$ cat config.mk
export PLATFORM = sky130hd
export DESIGN_NAME = vga_vram_arbiter
export DESIGN_NICKNAME = d
export VERILOG_FILES = /design/src/rtl/vga_vram_arbiter.sv
export SDC_FILE = /design/constraint.sdc
export NUM_CORES = 1
export LEC_CHECK = 0
export BUFFER_PORTS_ARGS = -buffer_cell sky130_fd_sc_hd__buf_2
export CORE_MARGIN = 10
export CORE_UTILIZATION = 30
export CTS_BUF_LIST = sky130_fd_sc_hd__clkbuf_8 sky130_fd_sc_hd__clkbuf_16
export DETAILED_ROUTE_END_ITERATION = 8
export HOLD_SLACK_MARGIN = 0.06
export PLACE_DENSITY = 0.62
export SYNTH_ARGS = -nofsm -noshare
export SYNTH_HDL_FRONTEND = slang
export SYNTH_SLANG_ARGS = --single-unit
$ cat constraint.sdc
create_clock -name clk -period 1.7 [get_ports clk]
set_clock_uncertainty 0.2 [all_clocks]
set_input_delay 0.085 -clock clk [delete_from_list [all_inputs] [get_ports clk]]
set_output_delay 0.085 -clock clk [all_outputs]
set_load 0.02 [all_outputs]
$ cat src/rtl/vga_vram_arbiter.sv
// Single-port VRAM arbiter: VGA scanout has priority over the Avalon CPU port, with a tagged 1-cycle read return.
// Define VRAM_STARVE_GUARD_EN to build the streak counter that forces a CPU slot after MAX_STREAK VGA wins.
module vga_vram_arbiter #(
    parameter int unsigned ADDR_W     = 11,
    parameter int unsigned DATA_W     = 32,
    parameter int unsigned MAX_STREAK = 8
) (
    input  logic                  clk,
    input  logic                  reset_n,
    input  logic                  vga_req,
    input  logic [ADDR_W-1:0]     vga_addr,
    output logic                  vga_gnt,
    output logic                  vga_rvalid,
    output logic [DATA_W-1:0]     vga_rdata,
    input  logic                  avl_read,
    input  logic                  avl_write,
    input  logic [ADDR_W-1:0]     avl_address,
    input  logic [DATA_W-1:0]     avl_writedata,
    input  logic [DATA_W/8-1:0]   avl_byteenable,
    output logic                  avl_waitrequest,
    output logic [DATA_W-1:0]     avl_readdata,
    output logic                  avl_readdatavalid,
    output logic [ADDR_W-1:0]     ram_addr,
    output logic [DATA_W-1:0]     ram_wdata,
    output logic [DATA_W/8-1:0]   ram_be,
    output logic                  ram_we,
    input  logic [DATA_W-1:0]     ram_rdata
);

    typedef enum logic [1:0] {
        TAG_NONE = 2'b00,
        TAG_CPU  = 2'b01,
        TAG_VGA  = 2'b10
    } tag_t;

    if ((DATA_W % 8) != 0 || MAX_STREAK == 0) begin : g_bad_cfg
        $error("vga_vram_arbiter: DATA_W must be a multiple of 8 and MAX_STREAK nonzero");
    end

    logic              ready;
    logic              cpu_req;
    logic              cpu_gnt;
    logic              force_cpu;
    tag_t              tag_q;
    tag_t              tag_d;
    logic [ADDR_W-1:0] addr_q;
    logic [DATA_W-1:0] vga_hold;
    logic [DATA_W-1:0] cpu_hold;

    assign cpu_req = avl_read | avl_write;

`ifdef VRAM_STARVE_GUARD_EN
    localparam int unsigned STREAK_W = $clog2(MAX_STREAK + 1);
    logic [STREAK_W-1:0] streak;

    always_ff @(posedge clk or negedge reset_n) begin
        if (!reset_n) begin
            streak <= '0;
        end else if (cpu_gnt || !cpu_req) begin
            streak <= '0;
        end else if (vga_gnt && streak != STREAK_W'(MAX_STREAK)) begin
            streak <= streak + 1'b1;
        end
    end

    assign force_cpu = (streak == STREAK_W'(MAX_STREAK));
`else
    assign force_cpu = 1'b0;
`endif

    always_ff @(posedge clk or negedge reset_n) begin
        if (!reset_n) begin
            ready <= 1'b0;
        end else begin
            ready <= 1'b1;
        end
    end

    always_comb begin
        cpu_gnt = ready & cpu_req & (~vga_req | force_cpu);
        vga_gnt = ready & vga_req & ~cpu_gnt;
    end

    assign avl_waitrequest = ~cpu_gnt | ~ready;

    // ram_addr falls back to the last granted address so the RAM input stays stable when idle
    always_comb begin
        ram_addr  = addr_q;
        ram_wdata = '0;
        ram_be    = '0;
        ram_we    = 1'b0;
        tag_d     = TAG_NONE;
        if (cpu_gnt) begin
            ram_addr  = avl_address;
            ram_wdata = avl_writedata;
            ram_be    = avl_byteenable;
            ram_we    = avl_write;
            tag_d     = avl_read ? TAG_CPU : TAG_NONE;
        end else if (vga_gnt) begin
            ram_addr  = vga_addr;
            tag_d     = TAG_VGA;
        end
    end

    always_ff @(posedge clk or negedge reset_n) begin
        if (!reset_n) begin
            tag_q    <= TAG_NONE;
            addr_q   <= '0;
            vga_hold <= '0;
            cpu_hold <= '0;
        end else begin
            tag_q  <= tag_d;
            addr_q <= ram_addr;
            if (tag_q == TAG_VGA) begin
                vga_hold <= ram_rdata;
            end
            if (tag_q == TAG_CPU) begin
                cpu_hold <= ram_rdata;
            end
        end
    end

    // RAM output is already registered, so data is forwarded in the valid cycle and held afterwards
    assign vga_rvalid        = (tag_q == TAG_VGA);
    assign avl_readdatavalid = (tag_q == TAG_CPU);
    assign vga_rdata         = vga_rvalid ? ram_rdata : vga_hold;
    assign avl_readdata      = avl_readdatavalid ? ram_rdata : cpu_hold;

endmodule

==> results of run 1 <==
## stage by stage
| stage | hold WS (ns) | worst slack (ns) |
|---|---|---|
| finish | -0.05570 | -0.2961 |
| global route | -0.08005 | -0.3703 |
| CTS | -0.07829 | -0.3088 |
| detailed placement | -0.1989 | -0.02458 |
| global placement | -0.2073 | 0.04953 |
| floorplan | -0.4106 | 0.02713 |
## worst max path at each step
| stage | startpoint | to |
|---|---|---|
| 6_report | tag_q[1]$_DFF_PN0_ | avl_readdata[5] |
| 5_1_grt | ready$_DFF_PN0_ | ram_addr[1] |
| 3_3_place_gp | ready$_DFF_PN0_ | ram_addr[8] |
| 2_1_floorplan | ready$_DFF_PN0_ | addr_q[2]$_DFF_PN0_ |
| 3_5_place_dp | ready$_DFF_PN0_ | ram_addr[7] |
| 4_1_cts | ready$_DFF_PN0_ | ram_addr[5] |
## worst min-delay path: stages
cell and delay, ns:
buf_2 0.08, mux2_4 0.13, mux2_4 0.15
## cells by family after synthesis
| group | after synthesis |
|---|---|
| other | 1 |
| and+or+nand+nor | 42 |
| buffers and inverters | 18 |
| AOI/OAI and AO/OA | 1 |
| DFF | 78 |
| muxes | 86 |
## layout by cell type (no fill, tap or decap), types with 2 or more instances in the layout
| cell | instances |
|---|---|
| and2_1 | 20 |
| and2_4 | 18 |
| buf_12 | 9 |
| buf_16 | 2 |
| buf_2 | 98 |
| buf_4 | 40 |
| buf_6 | 100 |
| bufinv_16 | 3 |
| clkbuf_16 | 4 |
| clkbuf_8 | 9 |
| dfrtp_1 | 77 |
| dlygate4sd3_1 | 58 |
| inv_1 | 5 |
| mux2_2 | 2 |
| mux2_4 | 84 |
| nor2b_4 | 2 |
## metal layers
layer / global-route usage [%] / routed length [µm]
met1: 18.04 / 5204
met2: 26.86 / 6993
met3: 6.383 / 1064
met4: 4.455 / 136
met5: 0 / 0
## where the power goes
part / switching (mW) / internal (mW) / leakage (nW) / total (mW)
Sequential: 0.103 / 2.19 / 0.919 / 2.29
Combinational: 1.20 / 1.57 / 2.48 / 2.77
Clock: 0.694 / 0.971 / 0.122 / 1.67
Total: 2.00 / 4.73 / 3.52 / 6.72
## synthesized netlist by cell type (all sizes together)
| cell | instances |
|---|---|
| clkbuf | 4 |
| and2 | 38 |
| conb | 1 |
| inv | 4 |
| buf | 10 |
| mux2 | 86 |
| nor2b | 2 |
| nand2 | 1 |
| nand2b | 1 |
| dfrtp | 78 |
| o21a | 1 |
## flip-flops by register name, indices dropped and copies added, names as in the netlist
name      flops
addr_q       11
vga_hold     32
ready         1
cpu_hold     32
tag_q         2
## layout make-up
type / instances / area (µm²)
clock buffer: 9 / 123.9
multi-input combinational: 130 / 1633
inverter: 4 / 17.52
sequential: 78 / 1953
tap: 140 / 175.2
clock inverter: 7 / 113.9
fill: 769 / 3881
timing repair buffer: 312 / 2848
## repair_timing
item,4_1_cts,5_1_grt
buffers inserted,7,20
hold buffers,58,1
pin swaps,16,3
endpoints found under the setup margin,112,135
gates resized for setup,242,90
hold endpoints to repair,155,22
cloned,4,4
==> metrics.yaml, run 1 <==
final_layout:
  post-route-util_pct: 63.88
  synthToLayoutAreaGrowth_pct: 109.5
  finalNetCount: 630
  fin_cells: 680
  antenna_cells: 0
  layout-drive-gt1-share_pct: 70.19
  stdcell_area_mm2: 0.006864
timing:
  rsz0062_at_grt: "yes"
  finalSetupViolCount: 112
  hold_viol: 1
  fmax_mhz: 501.0
  period_needed_ns: 1.996
  fin_tns_setup_ns: -22.31
  slew_violations: 0
  fin_crit_sh_pct: 117.4
  worst_hold_slack_ns: -0.05570
  setup_ws_ns: -0.2961
route:
  ant_nets: 0
  viasPerCell: 4.457
  first_pass_iters: 4
  wl_per_cell_um: 19.70
  drc: 0
  finalWirelength_mm: 13.40
  drt-initial-drc-count: 163
  vias: 3031
synthesis:
  synth_area_leaders: "dfrtp_1, mux2_2, and2_1"
  synth_top_family_by_area: "multiplexers"
  yosysTopAreaCell: "dfrtp_1"
  synth_seq_cells: 78
  ys_types: 14
  synth_top_area_share_pct: 59.56
  synthMuxAreaShare_pct: 29.55
  synth-xor-area-share_pct: 0
  syn_avg_cell_area_um2: 14.50
  synthesis.area_mm2: 0.003277
  synthSimpleGateAreaFrac_pct: 7.942
  netlist_instances: 226
  ys_seq_area_share_pct: 59.56
  yosys_warnings: 0
  synth_nets: 321
  synth_fa_ha_area_share_pct: 0
  synth_compound_area_share_pct: 0.2291
global_routing:
  grtUsageTotal_pct: 15.87
  grt_max_degree: 38
  antenna_found_initial: 0
  grt_pass1_vias: 3556
  overflow: 0
  grt_pass1_wl_mm: 20.09
die:
  dieHeight_um: 124.5
  io_pins: 211
  dieArea_mm2: 0.01550
  start_util_pct: 30.50
  fp.dieW_um: 124.5
  core_mm2: 0.01075
  fp-row-count: 38
run_status:
  status: "complete, but fails checks"
  violations: "hold timing, setup timing"
clock_tree:
  clk_path_buf_depth: 2
  htreeDepth: 3
  clk_latency_ns: 0.33
  cts_buffers: 9
  cts_sinks: 78
  cts_tree: "yes"
  clk_pin_slew_ns: 0.08
  cts_root_buf: "clkbuf_8"
critical_path:
  crit_family: "flip-flops"
  critPathCaptureType: "output pin"
  crit_cells: 5
  r2r_setup_slack_ns: 0.05
  crit_type: "flop to output pin"
  worstPathArrival_ns: 1.71
  max_stage_delay_ns: 0.44
  r2r_start: "ready$_DFF_PN0_"
  cp.required_ns: 1.41
  cp_num_buf_inv: 3
  reg2reg_depth: 4
  cp_max_fo: 9
  cp_common_cell: "buf_12"
  crit_path_start_kind: "flop"
  worstReg2RegEnd: "tag_q[0]$_DFF_PN0_"
  crit_chain: "nor2b_4 -> buf_12 -> buf_12 -> mux2_2 -> buf_2"
  slowest_stage: "dfrtp_2"
hold_path:
  min_from: "vga_addr[3]"
  holdPathStages: 3
  hold_path_end: "addr_q[3]$_DFF_PN0_"
  hold_class: "input pin to flop"
placed_design:
  port-buffer-count: 210
  dp_hpwl_mm: 8.064
  place_congestion: 0.7425
  dp_cells: 573
  place_area_mm2: 0.004603
power:
  p_leak_nw: 3.519
  ir_drop_mv: 0.5320
  power.density_mw_per_mm2: 979.3
  power.total_mw: 6.722
flow_run:
  max_cap_violations: 0
Power figures use the tool's default switching activity.
==> inputs of run 2 (changes only) <==
--- a/config.mk
+++ b/config.mk
@@ -7,11 +7,11 @@
 export LEC_CHECK = 0
 export BUFFER_PORTS_ARGS = -buffer_cell sky130_fd_sc_hd__buf_2
 export CORE_MARGIN = 10
-export CORE_UTILIZATION = 30
+export CORE_UTILIZATION = 35
 export CTS_BUF_LIST = sky130_fd_sc_hd__clkbuf_8 sky130_fd_sc_hd__clkbuf_16
 export DETAILED_ROUTE_END_ITERATION = 8
 export HOLD_SLACK_MARGIN = 0.06
-export PLACE_DENSITY = 0.62
+export PLACE_DENSITY = 0.7
 export SYNTH_ARGS = -nofsm -noshare
 export SYNTH_HDL_FRONTEND = slang
 export SYNTH_SLANG_ARGS = --single-unit
==> run 2 against run 1 <==
The run still ends with hold timing, setup timing left. Combinational power grew 2%. Setup slack worse by 0.017 ns. Design area is 0.11% lower. Sequential cell count is the same. Largest power group unchanged.
==> metrics.yaml, run 2 (synthesis gave the netlist of run 1 again) <==
final_layout:
  regArea_mm2: 0.001952
  layout-drive-gt1-share_pct: 74.29
  final_common_cell: "buf_6"
  fillers: 544
  synthToLayoutAreaGrowth_pct: 109.2
  multi_input_area_mm2: 0.001685
  fin_cells: 640
  top_regs: "cpu_hold x32, vga_hold x32, addr_q x11"
  finalNetCount: 619
  post-route-util_pct: 74.56
  final_cell_mix: "buf_6, buf_2, mux2_4"
  antenna_cells: 0
  stdcell_area_mm2: 0.006857
clock_tree:
  postCtsHoldBufs: 52
  cts_root_buf: "clkbuf_8"
  clk_path_buf_depth: 2
  cts_sinks: 78
  clk_pin_slew_ns: 0.08
  clk_latency_ns: 0.34
  htreeDepth: 3
  cts_tree: "yes"
  cts_buffers: 9
global_routing:
  overflow: 0
  grt_pass1_vias: 3638
  grt_pass1_wl_mm: 21.02
  grt_max_degree: 38
  antenna_found_initial: 0
  grtUsageTotal_pct: 20.30
critical_path:
  max_stage_delay_ns: 0.40
  critPathCaptureType: "output pin"
  crit_type: "flop to output pin"
  cp_common_cell: "mux2_4"
  crit_path_start_kind: "flop"
  worstPathArrival_ns: 1.73
  crit_chain: "nand2_2 -> buf_8 -> mux2_4 -> mux2_4 -> buf_6"
  slowest_stage: "dfrtp_1"
  cp_max_fo: 7
  cp.required_ns: 1.41
timing:
  fin_tns_setup_ns: -21.36
  finalSetupViolCount: 113
  rsz0062_at_grt: "yes"
  period_needed_ns: 2.013
  setup_ws_ns: -0.3127
  hold_viol: 5
  fin_crit_sh_pct: 118.4
  slew_violations: 0
  worst_hold_slack_ns: -0.05576
  fmax_mhz: 496.8
power:
  power.density_mw_per_mm2: 959.5
  p_leak_nw: 3.516
  ir_drop_mv: 0.5009
placed_design:
  place_congestion: 0.7250
  place_area_mm2: 0.004557
  dp_hpwl_mm: 8.406
  dp_cells: 543
  port-buffer-count: 210
hold_path:
  hold_class: "input pin to flop"
die:
  fp.dieW_um: 116.8
  fp-row-count: 35
  start_util_pct: 35.63
  core_mm2: 0.009196
  dieHeight_um: 116.8
  io_pins: 211
  dieArea_mm2: 0.01363
flow_run:
  max_cap_violations: 0
route:
  ant_nets: 0
  drt-initial-drc-count: 129
  finalWirelength_mm: 14.72
  wl_per_cell_um: 23.00
  vias: 3056
  first_pass_iters: 4
  viasPerCell: 4.775
  drc: 0
run_status:
  status: "complete, but fails checks"
  violations: "hold timing, setup timing"
-- run 2: where the power goes --
group	switching, mW	internal (mW)	total, mW	leakage [nW]
Clock	0.724	0.732	1.46	0.106
Combinational	1.24	1.57	2.82	2.49
Sequential	0.118	2.19	2.31	0.920
Total	2.08	4.49	6.58	3.52
-- run 2: worst paths after layout --
kind	startpoint	endpoint	slack [ns]	cells after the start
setup reg to reg	ready$_DFF_PN0_	addr_q[0]$_DFF_PN0_	0.02	5
hold / removal	vga_addr[2]	addr_q[2]$_DFF_PN0_	-0.06	3
min in group asynchronous	reset_n	cpu_hold[22]$_DFF_PN0_	0.53	3
setup / recovery	ready$_DFF_PN0_	ram_addr[6]	-0.31	5
max in group asynchronous	reset_n	cpu_hold[10]$_DFF_PN0_	0.22	4
hold reg to reg	cpu_hold[4]$_DFF_PN0_	cpu_hold[4]$_DFF_PN0_	0.30	1
-- run 2: critical path, delay by kind of cell, from the launching register on --
kind | cells | cell delay, ns
mux | 2 | 0.60
flops | 1 | 0.40
buf+inv | 2 | 0.29
simple gates | 1 | 0.10
-- run 2: metrics by stage --
stage	power [mW]	worst slack [ns]
CTS	6.368	-0.3338
detailed placement	3.986	-0.03364
finish	6.579	-0.3127
global placement	3.932	0.01595
floorplan	3.302	0.02713
global route	6.857	-0.3712
-- run 2: final cells by class --
class	instances	share of cell area, %
Clock buffer	10	2.007
Clock inverter	6	1.022
Inverter	4	0.2555
Multi-Input combinational cell	130	24.58
Sequential cell	78	28.47
Tap cell	111	2.026
Timing Repair Buffer	301	41.64
-- run 2: timing repair --
| action | in CTS | in global routing |
|---|---|---|
| endpoints found under the hold margin | 155 | 7 |
| cloned | 8 | 1 |
| pin swaps | 23 | 3 |
| setup buffers | 15 | 12 |
| gates resized for setup | 326 | 62 |
| setup endpoints to repair | 112 | 115 |
-- run 2: routing by layer --
layer / global-route usage (%) / vias up / wire, µm
met3: 7.910 / 21 / 1184
li1: - / 1353 / -
met1: 19.92 / 1531 / 5093
met5: 0 / - / 0
met4: 6.919 / 0 / 233
met2: 37.83 / 151 / 8205
==> inputs of run 3 (changes only) <==
--- a/config.mk
+++ b/config.mk
@@ -8,7 +8,6 @@
 export BUFFER_PORTS_ARGS = -buffer_cell sky130_fd_sc_hd__buf_2
 export CORE_MARGIN = 10
 export CORE_UTILIZATION = 35
-export CTS_BUF_LIST = sky130_fd_sc_hd__clkbuf_8 sky130_fd_sc_hd__clkbuf_16
 export DETAILED_ROUTE_END_ITERATION = 8
 export HOLD_SLACK_MARGIN = 0.06
 export PLACE_DENSITY = 0.7
==> run 3 against run 2 <==
The run still ends with hold timing, setup timing left. Die area did not move. Clock power hardly changed. Sequential share of layout area stayed put. Combinational power about the same. Critical path depth is the same. Highest routed layer unchanged.
==> metrics.yaml, run 3 (synthesis gave the netlist of run 1 again) <==
power:
  ir_drop_mv: 0.5008
  power.density_mw_per_mm2: 960.6
  p_leak_nw: 3.512
  power.total_mw: 6.586
timing:
  setup_ws_ns: -0.3117
  period_needed_ns: 2.012
  worst_hold_slack_ns: -0.05525
  fin_tns_setup_ns: -21.29
  fmax_mhz: 497.1
  slew_violations: 0
  finalSetupViolCount: 113
  rsz0062_at_grt: "yes"
  hold_viol: 5
  fin_crit_sh_pct: 118.3
final_layout:
  antenna_cells: 0
  final_common_cell: "buf_6"
  final_cell_mix: "buf_6, buf_2, mux2_4"
  top_regs: "cpu_hold x32, vga_hold x32, addr_q x11"
  synthToLayoutAreaGrowth_pct: 109.2
  post-route-util_pct: 74.56
  fin_cells: 640
  finalNetCount: 619
  layout-drive-gt1-share_pct: 74.29
route:
  vias: 3059
  viasPerCell: 4.780
  finalWirelength_mm: 14.72
  drc: 0
  first_pass_iters: 4
  drt-initial-drc-count: 116
  wl_per_cell_um: 22.99
  ant_nets: 0
die:
  io_pins: 211
  core_mm2: 0.009196
  dieArea_mm2: 0.01363
  fp.dieW_um: 116.8
  start_util_pct: 35.63
  fp-row-count: 35
  dieHeight_um: 116.8
global_routing:
  antenna_found_initial: 0
  grtUsageTotal_pct: 20.30
  grt_pass1_wl_mm: 21.02
  grt_max_degree: 38
  grt_pass1_vias: 3638
  overflow: 0
placed_design:
  place_congestion: 0.7250
  port-buffer-count: 210
  dp_hpwl_mm: 8.406
  pre_cts_ws_ns: -0.03364
  dp_cells: 543
clock_tree:
  cts_root_buf: "clkbuf_8"
  cts_buffers: 9
  cts_tree: "yes"
  cts_sinks: 78
  clk_path_buf_depth: 2
  postCtsHoldBufs: 52
  clk_pin_slew_ns: 0.08
  clk_latency_ns: 0.34
  htreeDepth: 3
critical_path:
  crit_type: "flop to output pin"
  critPathCaptureType: "output pin"
  reg2reg_depth: 5
  crit_path_start_kind: "flop"
  worstPathArrival_ns: 1.73
  cp_max_fo: 7
  cp.required_ns: 1.41
hold_path:
  holdPathStages: 3
  hold_class: "input pin to flop"
run_status:
  status: "complete, but fails checks"
  violations: "hold timing, setup timing"
flow_run:
  max_cap_violations: 0
[run 3: changes by cell type in the layout (fill, tap and decap cells not counted), sizes merged]
cell	change
clkbuf	+1
inv	-1
[run 3: per-layer routing]
metal / part of all wire, % / GRT usage (%) / routed length, µm / up-vias
met1: 35 / 19.92 / 5091 / 1535
met4: 1.7 / 6.919 / 253 / 0
met3: 8.0 / 7.910 / 1172 / 23
met5: 0 / 0 / 0 / -
li1: - / - / - / 1354
met2: 56 / 37.83 / 8199 / 147
[run 3: final timing paths]
| path | startpoint | endpoint | slack, ns |
|---|---|---|---|
| worst min-delay path | vga_addr[2] | addr_q[2]$_DFF_PN0_ | -0.06 |
| min in group asynchronous | reset_n | cpu_hold[22]$_DFF_PN0_ | 0.53 |
| max in group asynchronous | reset_n | cpu_hold[10]$_DFF_PN0_ | 0.22 |
| worst min register to register | cpu_hold[4]$_DFF_PN0_ | cpu_hold[4]$_DFF_PN0_ | 0.30 |
| worst max register to register | ready$_DFF_PN0_ | addr_q[0]$_DFF_PN0_ | 0.02 |
| worst max-delay path | ready$_DFF_PN0_ | ram_addr[6] | -0.31 |
[run 3: where the power goes]
group          switching [mW]  total (mW)  internal, mW  leakage, nW
Sequential              0.118        2.31          2.19        0.920
Combinational            1.24        2.82          1.57         2.49
Clock                   0.725        1.46         0.739        0.102
Total                    2.09        6.59          4.50         3.51
[run 3: final cells by class]
type	instances	area, µm²
timing repair buffer	301	2855
clock inverter	5	66.31
multi-input combinational	130	1685
inverter	4	17.52
sequential	78	1952
clock buffer	11	141.4
tap	111	138.9
fill	544	2340
[run 3: metrics by stage]
| stage | cell area (µm²) | hold WS [ns] |
|---|---|---|
| after CTS | 6646 | -0.09243 |
| after global routing | 6857 | -0.06499 |
| after floorplan | 3277 | -0.4106 |
| final | 6857 | -0.05525 |
| after detailed placement | 4557 | -0.1667 |
| after global placement | 4557 | -0.1742 |
[run 3: critical path, cell delays in order (launching register included)]
cell	delay, ns
dfrtp_1	0.40
nand2_2	0.10
buf_8	0.15
mux2_4	0.31
mux2_4	0.29
buf_6	0.14
[run 3: what timing repair did]
action                                  4_1_cts  5_1_grt
endpoints found under the setup margin      112      115
buffers inserted                             15       12
endpoints found under the hold margin       155        7
cloned                                        8        1
pin swaps                                    23        3
gates resized for setup                     326       62
